--- config.mk ---
export PLATFORM = sky130hd
export DESIGN_NAME = ps2_paddle_ctrl_flat
export DESIGN_NICKNAME = d
export VERILOG_FILES = /design/src/rtl/ps2_paddle_ctrl_if.sv /design/src/rtl/ps2_paddle_ctrl.sv /design/src/flat_wrapper.sv
export SDC_FILE = /design/constraint.sdc
export NUM_CORES = 1
export LEC_CHECK = 0
export ABC_AREA = 1
export CAP_MARGIN = 20
export CORE_MARGIN = 3
export CORE_UTILIZATION = 30
export DETAILED_ROUTE_END_ITERATION = 8
export SETUP_SLACK_MARGIN = 0.2
export SYNTH_ARGS = -nofsm -noshare
export SYNTH_HDL_FRONTEND = slang
export SYNTH_SLANG_ARGS = --single-unit
--- constraint.sdc ---
create_clock -name inclock -period 4.2 [get_ports inclock]
set_clock_uncertainty 0.05 [all_clocks]
set_input_delay 0.84 -clock inclock [delete_from_list [all_inputs] [get_ports inclock]]
set_output_delay 0.84 -clock inclock [all_outputs]
set_load 0.02 [all_outputs]
--- src/rtl/ps2_paddle_ctrl_if.sv ---
// Byte stream in, held-key state and paddle move pulses out.
// The master side (PS/2 receiver or bench) drives the scancode strobe and byte;
// the slave side (ps2_paddle_ctrl) drives the key state, pulses and pause.
interface ps2_paddle_ctrl_if;
    logic       byte_valid;
    logic [7:0] byte_data;
    logic [5:0] key_held;
    logic       p1_up;
    logic       p1_dn;
    logic       p2_up;
    logic       p2_dn;
    logic       pause;

    modport master (
        output byte_valid,
        output byte_data,
        input  key_held,
        input  p1_up,
        input  p1_dn,
        input  p2_up,
        input  p2_dn,
        input  pause
    );

    modport slave (
        input  byte_valid,
        input  byte_data,
        output key_held,
        output p1_up,
        output p1_dn,
        output p2_up,
        output p2_dn,
        output pause
    );
endinterface

--- src/rtl/ps2_paddle_ctrl.sv ---
// PS/2 scancode decoder for the Pong paddles.
// Tracks the E0/F0 prefixes to see makes and releases of W/S/O/K and the
// extended arrow keys, keeps a held-key vector and turns each player's
// direction into rate-limited one-cycle move pulses.
// Optional feature: define PAUSE_KEY_EN to make the space key toggle pause.
module ps2_paddle_ctrl #(
    parameter int REPEAT_CYCLES = 833_333,
    parameter int SEQ_TIMEOUT   = 50_000
) (
    input  logic             inclock,
    input  logic             resetn,
    ps2_paddle_ctrl_if.slave bus
);

    localparam logic [7:0]  CODE_EXT      = 8'hE0;
    localparam logic [7:0]  CODE_BRK      = 8'hF0;
    localparam logic [23:0] REPEAT_RELOAD = 24'(REPEAT_CYCLES - 1);
    localparam logic [23:0] SEQ_LAST      = 24'(SEQ_TIMEOUT - 1);

    typedef enum logic [1:0] {
        ST_IDLE    = 2'd0,
        ST_EXT     = 2'd1,
        ST_BRK     = 2'd2,
        ST_EXT_BRK = 2'd3
    } state_t;

    typedef enum logic [1:0] {
        DIR_NONE = 2'd0,
        DIR_UP   = 2'd1,
        DIR_DN   = 2'd2
    } dir_t;

    // Key vector bit for a final scancode; zero for anything that is not one of our keys.
    function automatic logic [5:0] key_mask(input logic ext, input logic [7:0] code);
        logic [5:0] m;
        m = 6'b000000;
        if (!ext) begin
            case (code)
                8'h1D:   m = 6'b000001;  // W
                8'h1B:   m = 6'b000010;  // S
                8'h44:   m = 6'b000100;  // O
                8'h42:   m = 6'b001000;  // K
                default: m = 6'b000000;
            endcase
        end else begin
            case (code)
                8'h75:   m = 6'b010000;  // UP_ARROW
                8'h72:   m = 6'b100000;  // DN_ARROW
                default: m = 6'b000000;
            endcase
        end
        return m;
    endfunction

    // Conflicting or absent requests both mean no movement.
    function automatic dir_t dir_of(input logic up_req, input logic dn_req);
        dir_t d;
        case ({up_req, dn_req})
            2'b10:   d = DIR_UP;
            2'b01:   d = DIR_DN;
            default: d = DIR_NONE;
        endcase
        return d;
    endfunction

    state_t      state_q, state_d;
    logic [5:0]  key_held_q, key_held_d;
    logic [23:0] seq_cnt_q, seq_cnt_d;
    logic        seq_expired_s;
    dir_t        dir_s     [2];
    dir_t        dir_q     [2];
    logic [23:0] rep_cnt_q [2];
    logic [23:0] rep_cnt_d [2];
    logic [1:0]  up_q, up_d;
    logic [1:0]  dn_q, dn_d;
    logic        pause_s;

    // Prefix decoder: next state, key updates and the stale-prefix timeout.
    always_comb begin
        state_d       = state_q;
        key_held_d    = key_held_q;
        seq_cnt_d     = seq_cnt_q;
        seq_expired_s = (state_q != ST_IDLE) && (seq_cnt_q == SEQ_LAST);
        if (bus.byte_valid) begin
            // A byte arriving in the expiry cycle is still decoded in the current state.
            seq_cnt_d = 24'd0;
            case (state_q)
                ST_IDLE: begin
                    if (bus.byte_data == CODE_EXT) begin
                        state_d = ST_EXT;
                    end else if (bus.byte_data == CODE_BRK) begin
                        state_d = ST_BRK;
                    end else begin
                        key_held_d = key_held_q | key_mask(1'b0, bus.byte_data);
                    end
                end
                ST_EXT: begin
                    if (bus.byte_data == CODE_BRK) begin
                        state_d = ST_EXT_BRK;
                    end else if (bus.byte_data == CODE_EXT) begin
                        state_d = ST_EXT;
                    end else begin
                        key_held_d = key_held_q | key_mask(1'b1, bus.byte_data);
                        state_d    = ST_IDLE;
                    end
                end
                ST_BRK: begin
                    key_held_d = key_held_q & ~key_mask(1'b0, bus.byte_data);
                    state_d    = ST_IDLE;
                end
                ST_EXT_BRK: begin
                    key_held_d = key_held_q & ~key_mask(1'b1, bus.byte_data);
                    state_d    = ST_IDLE;
                end
                default: begin
                    state_d = ST_IDLE;
                end
            endcase
        end else if (seq_expired_s) begin
            state_d   = ST_IDLE;
            seq_cnt_d = 24'd0;
        end else if (state_q != ST_IDLE) begin
            seq_cnt_d = seq_cnt_q + 24'd1;
        end else begin
            seq_cnt_d = 24'd0;
        end
    end

    // Requested direction per player from the registered key vector.
    always_comb begin
        dir_s[0] = dir_of(key_held_q[0], key_held_q[1]);
        dir_s[1] = dir_of(key_held_q[2] | key_held_q[4], key_held_q[3] | key_held_q[5]);
    end

    // Pulse generators: fire immediately on a new direction, then every REPEAT_CYCLES.
    always_comb begin
        for (int p = 0; p < 2; p++) begin
            up_d[p]      = 1'b0;
            dn_d[p]      = 1'b0;
            rep_cnt_d[p] = rep_cnt_q[p];
            if (pause_s || (dir_s[p] == DIR_NONE)) begin
                rep_cnt_d[p] = 24'd0;
            end else if ((dir_s[p] != dir_q[p]) || (rep_cnt_q[p] == 24'd0)) begin
                rep_cnt_d[p] = REPEAT_RELOAD;
                up_d[p]      = (dir_s[p] == DIR_UP);
                dn_d[p]      = (dir_s[p] == DIR_DN);
            end else begin
                rep_cnt_d[p] = rep_cnt_q[p] - 24'd1;
            end
        end
    end

    // State, key vector, counters and pulse outputs.
    always_ff @(posedge inclock) begin
        if (!resetn) begin
            state_q    <= ST_IDLE;
            key_held_q <= 6'b000000;
            seq_cnt_q  <= 24'd0;
            up_q       <= 2'b00;
            dn_q       <= 2'b00;
            for (int p = 0; p < 2; p++) begin
                dir_q[p]     <= DIR_NONE;
                rep_cnt_q[p] <= 24'd0;
            end
        end else begin
            state_q    <= state_d;
            key_held_q <= key_held_d;
            seq_cnt_q  <= seq_cnt_d;
            up_q       <= up_d;
            dn_q       <= dn_d;
            for (int p = 0; p < 2; p++) begin
                dir_q[p]     <= dir_s[p];
                rep_cnt_q[p] <= rep_cnt_d[p];
            end
        end
    end

`ifdef PAUSE_KEY_EN
    localparam logic [7:0] CODE_SPACE = 8'h29;
    logic pause_q, pause_d;

    // Space make toggles pause; breaks and extended forms arrive in other states and are ignored.
    always_comb begin
        pause_d = pause_q;
        if (bus.byte_valid && (state_q == ST_IDLE) && (bus.byte_data == CODE_SPACE)) begin
            pause_d = ~pause_q;
        end else begin
            pause_d = pause_q;
        end
    end

    // Pause register.
    always_ff @(posedge inclock) begin
        if (!resetn) begin
            pause_q <= 1'b0;
        end else begin
            pause_q <= pause_d;
        end
    end

    assign pause_s = pause_q;
`else
    assign pause_s = 1'b0;
`endif

    assign bus.key_held = key_held_q;
    assign bus.p1_up    = up_q[0];
    assign bus.p1_dn    = dn_q[0];
    assign bus.p2_up    = up_q[1];
    assign bus.p2_dn    = dn_q[1];
    assign bus.pause    = pause_s;

endmodule

--- src/flat_wrapper.sv ---
// flat-port wrapper written by rule: the top's interface ports become plain ports
module ps2_paddle_ctrl_flat 
#(
    parameter int REPEAT_CYCLES = 833_333,
    parameter int SEQ_TIMEOUT   = 50_000
)
  (inclock, resetn, bus_byte_valid, bus_byte_data, bus_key_held, bus_p1_up, bus_p1_dn, bus_p2_up, bus_p2_dn, bus_pause);
  ps2_paddle_ctrl_if bus_i ();
  input  logic inclock;
  input  logic resetn;
  input wire logic [$bits(bus_i.byte_valid)-1:0] bus_byte_valid;
  input wire logic [$bits(bus_i.byte_data)-1:0] bus_byte_data;
  output wire logic [$bits(bus_i.key_held)-1:0] bus_key_held;
  output wire logic [$bits(bus_i.p1_up)-1:0] bus_p1_up;
  output wire logic [$bits(bus_i.p1_dn)-1:0] bus_p1_dn;
  output wire logic [$bits(bus_i.p2_up)-1:0] bus_p2_up;
  output wire logic [$bits(bus_i.p2_dn)-1:0] bus_p2_dn;
  output wire logic [$bits(bus_i.pause)-1:0] bus_pause;
  assign bus_i.byte_valid = bus_byte_valid;
  assign bus_i.byte_data = bus_byte_data;
  assign bus_key_held = bus_i.key_held;
  assign bus_p1_up = bus_i.p1_up;
  assign bus_p1_dn = bus_i.p1_dn;
  assign bus_p2_up = bus_i.p2_up;
  assign bus_p2_dn = bus_i.p2_dn;
  assign bus_pause = bus_i.pause;
  ps2_paddle_ctrl #(.REPEAT_CYCLES(REPEAT_CYCLES), .SEQ_TIMEOUT(SEQ_TIMEOUT)) u_core (.inclock(inclock), .resetn(resetn), .bus(bus_i));
endmodule
Word level (Yosys, flattened, before mapping)
Memories as Yosys holds them, arrays and structs flattened. Cells that the tools add are included.

Add/sub/neg operators: 3. Equal/unequal tests: 27. Multiplexer cells: 38. Bitwise logic cells: 16. Reductions and logical operators: 16.

Operators by type and width (count): 2-to-1 mux 24 bit (6); 2-to-1 mux 6 bit (16); logical NOT 24 bit (2); subtractor 24 x 1 -> 24 bit (second input constant) (2); == test 8 x 7 -> 1 bit (second input constant) (4); adder 24 x 1 -> 24 bit (second input constant) (1); == test 24 x 16 -> 1 bit (second input constant) (1); case mux 6 bit (4 select lines) (1); == test 8 x 5 -> 1 bit (second input constant) (2); == test 8 bit (second input constant) (2); case mux 4 bit (4 select lines) (1); 2-to-1 mux 2 bit (7); AND 6 bit (2); == test 2 bit (second input constant) (6); inverter 6 bit (2); bitwise OR 6 bit (2); case mux 6 bit (2 select lines) (1); == test 2 x 1 -> 1 bit (second input constant) (5); inequality test 2 bit (second input constant) (4); case mux 2 bit (2 select lines) (2); logical NOT 2 bit (3); bitwise OR 1 bit (6); case mux 2 bit (3 select lines) (1); OR reduction 3 bit (2); 11 further kinds (19).

Register bits: 36. RAM bits: 52. Input port bits: 11. Output and inout bits: 11. Logic and storage cells: 109. Memories kept: 2.

Memories: u_core.rep_cnt_q (depth 2, bits a word 24, rd ports 2, clocked after memory_dff 0, wr ports 2, line ps2_paddle_ctrl.sv:72) `logic [23:0] rep_cnt_q [2];`; u_core.dir_q (depth 2, bits a word 2, rd ports 2, clocked after memory_dff 0, wr ports 2, line ps2_paddle_ctrl.sv:71) `dir_t dir_q [2];`.

Longest topological paths before layout
Gate-level depths: netlist (run 1).

Depth after elaboration: 10. Depth in mapped cells: 10. Mapped depth without buffers: 10.

Worst setup path after synthesis (run 1)
OpenSTA, ideal clock, no wires.

Path type: input to register. From: input bus_byte_data[0]. To: register u_core.key_held_q[0] (netlist: u_core.bus.key_held[0]). Setup time: 0.120 ns. Arrival time: 1.666 ns. Data required time: 4.030 ns. Path slack: 2.364 ns. Stages: 8. Path buffers: 0. Path through: inv_1 -> nand2_1 -> nor2_1 -> nand3_1 -> nand4_1 -> inv_1 -> nand2_1 -> a21oi_1.

Word-level cells in the longest chain between the ends: 10. Elaborated cells between the ends (all ways): 24. Those cells by class: eq/ne (10); mux (10); bitwise (3); reduce/logical (1).

RTL lines: from (decl) (line flat_wrapper.sv:12) `input wire logic [$bits(bus_i.byte_data)-1:0] bus_byte_data;`; == test 8 x 7 -> 1 bit or == test 8 x 5 -> 1 bit (tied branches) (line ps2_paddle_ctrl.sv:38) `case (code)`; case mux 4 bit (4 select lines) (line ps2_paddle_ctrl.sv:38); 2-to-1 mux 6 bit (line ps2_paddle_ctrl.sv:91) `end else if (bus.byte_data == CODE_BRK) begin`; 2-to-1 mux 6 bit (line ps2_paddle_ctrl.sv:89) `if (bus.byte_data == CODE_EXT) begin`; 2-to-1 mux 6 bit (line ps2_paddle_ctrl.sv:87) `case (state_q)`; 2-to-1 mux 6 bit (line ps2_paddle_ctrl.sv:84) `if (bus.byte_valid) begin`; bitwise OR 6 bit (line ps2_paddle_ctrl.sv:94) `key_held_d = key_held_q | key_mask(1'b0, bus.byte_data);`; 2-to-1 mux 6 bit (line ps2_paddle_ctrl.sv:91); 2-to-1 mux 6 bit (line ps2_paddle_ctrl.sv:89); case mux 6 bit (4 select lines) (line ps2_paddle_ctrl.sv:87); to (signal assigned) (line ps2_paddle_ctrl.sv:167) `key_held_q <= key_held_d;`; to (decl) (line ps2_paddle_ctrl.sv:67) `logic [5:0] key_held_q, key_held_d;`.

Several ways; a longest one is shown, not always the timed one. The select of a mux whose other input is x is not followed. A chain may end at the register's enable or synchronous reset.

Worst setup path after layout (run 1)
From: register u_core.key_held_q[5] (netlist: u_core.bus.key_held[5]). To: output bus_key_held[5].

RTL lines: to (decl) (line flat_wrapper.sv:13) `output wire logic [$bits(bus_i.key_held)-1:0] bus_key_held;`.

No word-level cell between the ends.

==> flow_metrics.tcl, run 1 <==
set metrics [dict create \
    status "finished clean" \
    drtAntennaViolNets 0 \
    peakVddDrop_mv 0.205 \
    cts_hold_buf 0 \
    grt_pass1_vias 3811 \
    placed_cell_area_um2 5230 \
    tns_ps 0 \
    setup_viol_count_final 0 \
    syn_nets 739 \
    synth_ff_type "dfxtp_1" \
    synth_edf_count 0 \
    crit_required_ps 3310 \
    synthArstFlopShare_pct 0 \
    ys_warn_count 0 \
    gr-usage-met3_pct 3.65 \
    diodes 0 \
    path_delay_family "buffers and inverters" \
    drc 0 \
    synth_top_family_by_area "simple AND/OR/NAND/NOR gates" \
    clk_pin_slew_ps 60 \
    dr.pass1.iters 4 \
    max_freq_mhz 426 \
    worst_slew_pin_slew_ps 538 \
    synth_fa_ha_area_share_pct 2.34 \
    viasPerCell 4.29 \
    cts_resized 0 \
    wl_per_cell_um 10.4 \
    grtUsageTotal_pct 11.7 \
    hp-class "flip-flop to flip-flop" \
    synth_seq_area_share_pct 36.6 \
    use_met2_pct 19.7 \
    stdcell_area_um2 5550 \
    timing.rr.end "u_core.rep_cnt_q[0][44]" \
    min_from "u_core.rep_cnt_q[0][0]" \
    clk_latency_ps 350 \
    slew_violations 0 \
    drive_gt1_share_pct 6.80 \
    grt_pass1_wl_mm 17.1 \
    power_leakage_nw 2.67 \
    min_period_over_period_pct 55.9 \
    critPathLaunchType "flip-flop" \
    dp_cells 945 \
    io-pin-count 22 \
    critPathKind "flip-flop to output port" \
    final_cells 961 \
    maxCapViolCount 0 \
    drt-total-wl_mm 9.99 \
    grt.busiest_layer "met2" \
    crit_fanout 5 \
    cts_tree "built" \
    htree_levels 3 \
    hold_depth 1 \
    syn_to_final_growth_pct 15.4 \
    synth_mux_area_share_pct 0 \
    synth-compound-area-share_pct 4.79 \
    synth-seq-cells 88 \
    rrSetupSlack_ps 2120 \
    ff2ff_path_depth 7 \
    final_nets 765 \
    rsz0062_at_grt "no" \
    vias 4127 \
    cp.arrival_ps 1460 \
    die_y_um 133 \
    slowest_stage "clkdlybuf4s50_1" \
    numCtsBuffers 9 \
    min_period_ps 2350 \
    clk_path_buf_depth 2 \
    gp_congestion 0.797 \
    clock_sinks 88 \
    hold_violations 0 \
    drtIter0Drc 173 \
    holdPathEnd "u_core.rep_cnt_q[0][0]" \
    path_buf_inv 1 \
    antenna_found_initial 0 \
    post_cts_buffers 0 \
    grt_util_met1_pct 14.5 \
    power.density_nw_per_um2 317 \
    mostFrequentLayoutCells "nand2_1 (167), nor2_1 (155), inv_1 (98)" \
    core_area_um2 15400 \
    grt-ovfl-total 0 \
    synth-xor-area-share_pct 7.65 \
    path_cells "clkdlybuf4s50_1" \
    critPathMaxStageDelay_ps 660 \
    mostFrequentLayoutCell "nand2_1" \
    dpl.hpwl_mm 7.59 \
    synthCells 719 \
    die_w_um 133 \
    port_buffers 20 \
    relSlewSlack_pct 64.1 \
    synth-simple-area-share_pct 39.5 \
    cts-root-buf "clkbuf_16" \
    rr_startpoint "u_core.bus.key_held[5]" \
    synth_cell_types 29 \
    grt_max_degree 25 \
    critPathCaptureType "output port" \
    synth.cell_area_um2 4810 \
    dieArea_um2 17600 \
    avgSynthCellArea_um2 6.69 \
    start_util_pct 31.2 \
    rows 45 \
]
registers in the layout (all words and copies together), names as in the netlist:
signal,count
u_core.dir_q,4
u_core.seq_cnt_q,24
u_core.up_q,2
u_core.bus.key_held,6
u_core.rep_cnt_q,48
u_core.dn_q,2
u_core.state_q,2
cell families (layout without fill, tap and decap cells):
family	Yosys count	count (layout)
other	1	1
xor gates and xnor gates	42	42
buffers and inverters	108	139
adders and majority gates	9	9
AOI/OAI and AO/OA	46	46
DFF	88	88
and+or+nand+nor	425	425
metrics by stage:
stage / power (mW) / utilization, % / hold WS (ps) / worst slack [ps]
finish: 1.76 / 36.0 / 361 / 1850
global route: 1.82 / 36.0 / 370 / 1710
detailed placement: 0.907 / 33.9 / 351 / 1490
floorplan: 0.888 / - / 343 / 2360
global placement: 0.907 / 33.9 / 352 / 1580
CTS: 1.79 / 36.0 / 361 / 1830
per-layer routing:
metal	up-vias	part of all wire (%)
met5	-	0
met4	0	1.4
met3	12	3.3
met2	40	46
met1	1808	50
li1	2267	-
how the worst max path moves through the flow:
stage,startpoint,end,slack (ps),cells after the start
global route,resetn,u_core.seq_cnt_q[3],1710,5
global placement,resetn,u_core.seq_cnt_q[20],1580,5
finish,u_core.bus.key_held[5],bus_key_held[5],1850,1
CTS,u_core.bus.key_held[5],bus_key_held[5],1830,1
floorplan,bus_byte_data[0],u_core.bus.key_held[0],2360,8
detailed placement,resetn,u_core.rep_cnt_q[0][35],1490,5
power by group:
part | switching [mW] | internal [mW] | total (mW) | leakage (nW)
clock network | 0.333 | 0.540 | 0.873 | 0.153
registers | 0.00103 | 0.835 | 0.836 | 0.708
logic | 0.0308 | 0.0208 | 0.0516 | 1.81
Yosys cell counts, types with 4 or more instances:
master / n / area (µm²)
xor2_1: 25 / 219
inv_2: 4 / 15.0
a21oi_1: 25 / 125
nor2_1: 155 / 582
nand2_1: 167 / 627
ha_1: 9 / 113
xnor2_1: 17 / 149
nand4_1: 15 / 93.8
nor3_1: 14 / 70.1
nor2_2: 9 / 56.3
nand3_1: 33 / 165
nor2_4: 8 / 90.1
nand2_2: 8 / 50.1
o21ai_0: 21 / 105
inv_1: 98 / 368
nand3b_1: 4 / 30.0
dfxtp_1: 88 / 1760
area by class of cell:
class,count,area [µm²]
repair buffers,20,200
clock buffers,12,246
multi-input cells,523,2610
clock inverters,4,76.3
inverters,103,389
flip-flops and latches,88,1760
well taps,211,264
fillers,1688,9880
(Power assumes the default switching activity.)
==> inputs of run 2 (changes only) <==
clock period = 1.9 ns   (was 4.2 ns; I/O delays follow)
==> flow_metrics.tcl, run 2 (synthesis results as in run 1) <==
set metrics [dict create \
    status "finished clean" \
    rr_startpoint "u_core.bus.key_held[1]" \
    drtIter0Drc 229 \
    cts-root-buf "clkbuf_16" \
    switching_power_mw 0.835 \
    mostFrequentLayoutCells "nand2_1 (167), nor2_1 (147), inv_1 (94)" \
    grtUsageTotal_pct 12.5 \
    cp.arrival_ps 1220 \
    io-pin-count 22 \
    pre_cts_ws_ps -67.2 \
    ff2ff_path_depth 8 \
    clk_pin_slew_ps 60 \
    rrSetupSlack_ps 310 \
    die_y_um 133 \
    hold_violations 0 \
    port_buffers 20 \
    hp-class "flip-flop to flip-flop" \
    crit_required_ps 1470 \
    nFillCells 1671 \
    grt_pass1_wl_mm 18.3 \
    clk_path_buf_depth 2 \
    grt_max_degree 25 \
    critPathCaptureType "output port" \
    clock_sinks 88 \
    placed_cell_area_um2 5380 \
    pwr-share-comb_pct 3.4 \
    drc 0 \
    htree_levels 3 \
    dr.pass1.iters 4 \
    largest_reg_flops 48 \
    crit_fanout 4 \
    min_period_ps 1650 \
    slew_violations 0 \
    die_w_um 133 \
    grt_pass1_vias 4111 \
    gp_congestion 0.849 \
    p_int_mw 3.01 \
    final_util_pct 37.9 \
    layout_setup_ws_ps 254 \
    start_util_pct 31.2 \
    drive_gt1_share_pct 13.3 \
    stdcell_area_um2 5850 \
    drtAntennaViolNets 0 \
    power.clock.fraction_pct 48.4 \
    dpl.hpwl_mm 7.85 \
    cp-endpoint "bus_key_held[3]" \
    wl_per_cell_um 10.5 \
    viasPerCell 4.34 \
    power.density_nw_per_um2 656 \
    final_nets 791 \
    vias 4288 \
    switching_share_pct 21.7 \
    dieArea_um2 17600 \
    power_leakage_nw 2.88 \
    critPathKind "flip-flop to output port" \
    top_register "u_core.rep_cnt_q" \
    cp-startpoint "u_core.bus.key_held[3]" \
    clk_latency_ps 350 \
    pwr-share-seq_pct 48.1 \
    diodes 0 \
    max_freq_mhz 607 \
    setup_viol_count_final 0 \
    grt-ovfl-total 0 \
    syn_to_final_growth_pct 21.8 \
    peakVddDrop_mv 0.468 \
    antenna_found_initial 0 \
    cts_hold_buf 0 \
    cts_tree "built" \
    critPathLaunchType "flip-flop" \
    min_period_over_period_pct 86.6 \
    rsz0062_at_grt "yes" \
    rows 45 \
    timing.rr.end "u_core.rep_cnt_q[0][10]" \
    drt-total-wl_mm 10.3 \
    mostFrequentLayoutCell "nand2_1" \
    maxCapViolCount 0 \
    core_area_um2 15400 \
    numCtsBuffers 9 \
]
run 2: cell types whose count changed in the layout (fill, tap and decap cells not counted), sizes merged, moves of 2 or more:
cell / previous run / this run
buf: 0 / 26
clkdlybuf4s50: 20 / 10
dlygate4sd2: 0 / 7
dlymetal6s2s: 0 / 2
run 2: critical path: stages, from the launching register on:
cell	delay, ps
dfxtp_1	380
buf_4	160
dlygate4sd2_1	340
run 2: area by class of cell:
class	count	area, µm²	area share (%)
Multi-Input combinational cell	523	2720	46.4
Sequential cell	88	1770	30.2
Timing Repair Buffer	46	400	6.84
Inverter	103	389	6.65
Tap cell	211	264	4.51
Clock buffer	11	253	4.32
Clock inverter	5	62.6	1.07
run 2: metal layers:
layer  share of wire, %  wire length, µm  track usage (%)
met1                 49             5020             15.8
met2                 47             4860             20.6
met3                2.5              258             3.27
met4                1.8              184             4.33
met5                  0                0                0
run 2: worst min path at each step:
stage / endpoint / slack, ps / start / depth (start not counted)
floorplan: u_core.rep_cnt_q[0][0] / 340 / u_core.rep_cnt_q[0][0] / 1
global placement: u_core.rep_cnt_q[0][0] / 360 / u_core.rep_cnt_q[0][0] / 1
detailed placement: u_core.rep_cnt_q[0][0] / 360 / u_core.rep_cnt_q[0][0] / 1
CTS: u_core.rep_cnt_q[0][0] / 370 / u_core.rep_cnt_q[0][0] / 1
global route: u_core.rep_cnt_q[0][0] / 410 / u_core.rep_cnt_q[0][0] / 1
finish: u_core.rep_cnt_q[0][0] / 390 / u_core.rep_cnt_q[0][0] / 1
run 2: per-stage QoR:
stage | total power [mW] | TNS [ps] | cells | hold slack (ps)
2_1_floorplan | 1.96 | 0 | 719 | 343
3_3_place_gp | 2.02 | -202 | 966 | 355
3_5_place_dp | 2.02 | -248 | 966 | 361
4_1_cts | 3.92 | 0 | 982 | 371
5_1_grt | 4.00 | 0 | 987 | 409
6_report | 3.84 | 0 | 987 | 387
run 2: power by group through the flow:
stage | Clock, mW | Sequential, mW | Combinational, mW
floorplan | 0 | 1.89 | 0.0720
global placement | 0 | 1.89 | 0.127
detailed placement | 0 | 1.89 | 0.128
CTS | 1.94 | 1.85 | 0.128
global route | 2.01 | 1.85 | 0.150
finish | 1.86 | 1.85 | 0.132
run 2: timing repair:
action / CTS / global route
gates resized for setup: 12 / 34
gates cloned: 0 / 1
pin swaps: 1 / 10
endpoints found under the setup margin: 12 / 62
setup buffers: 0 / 4
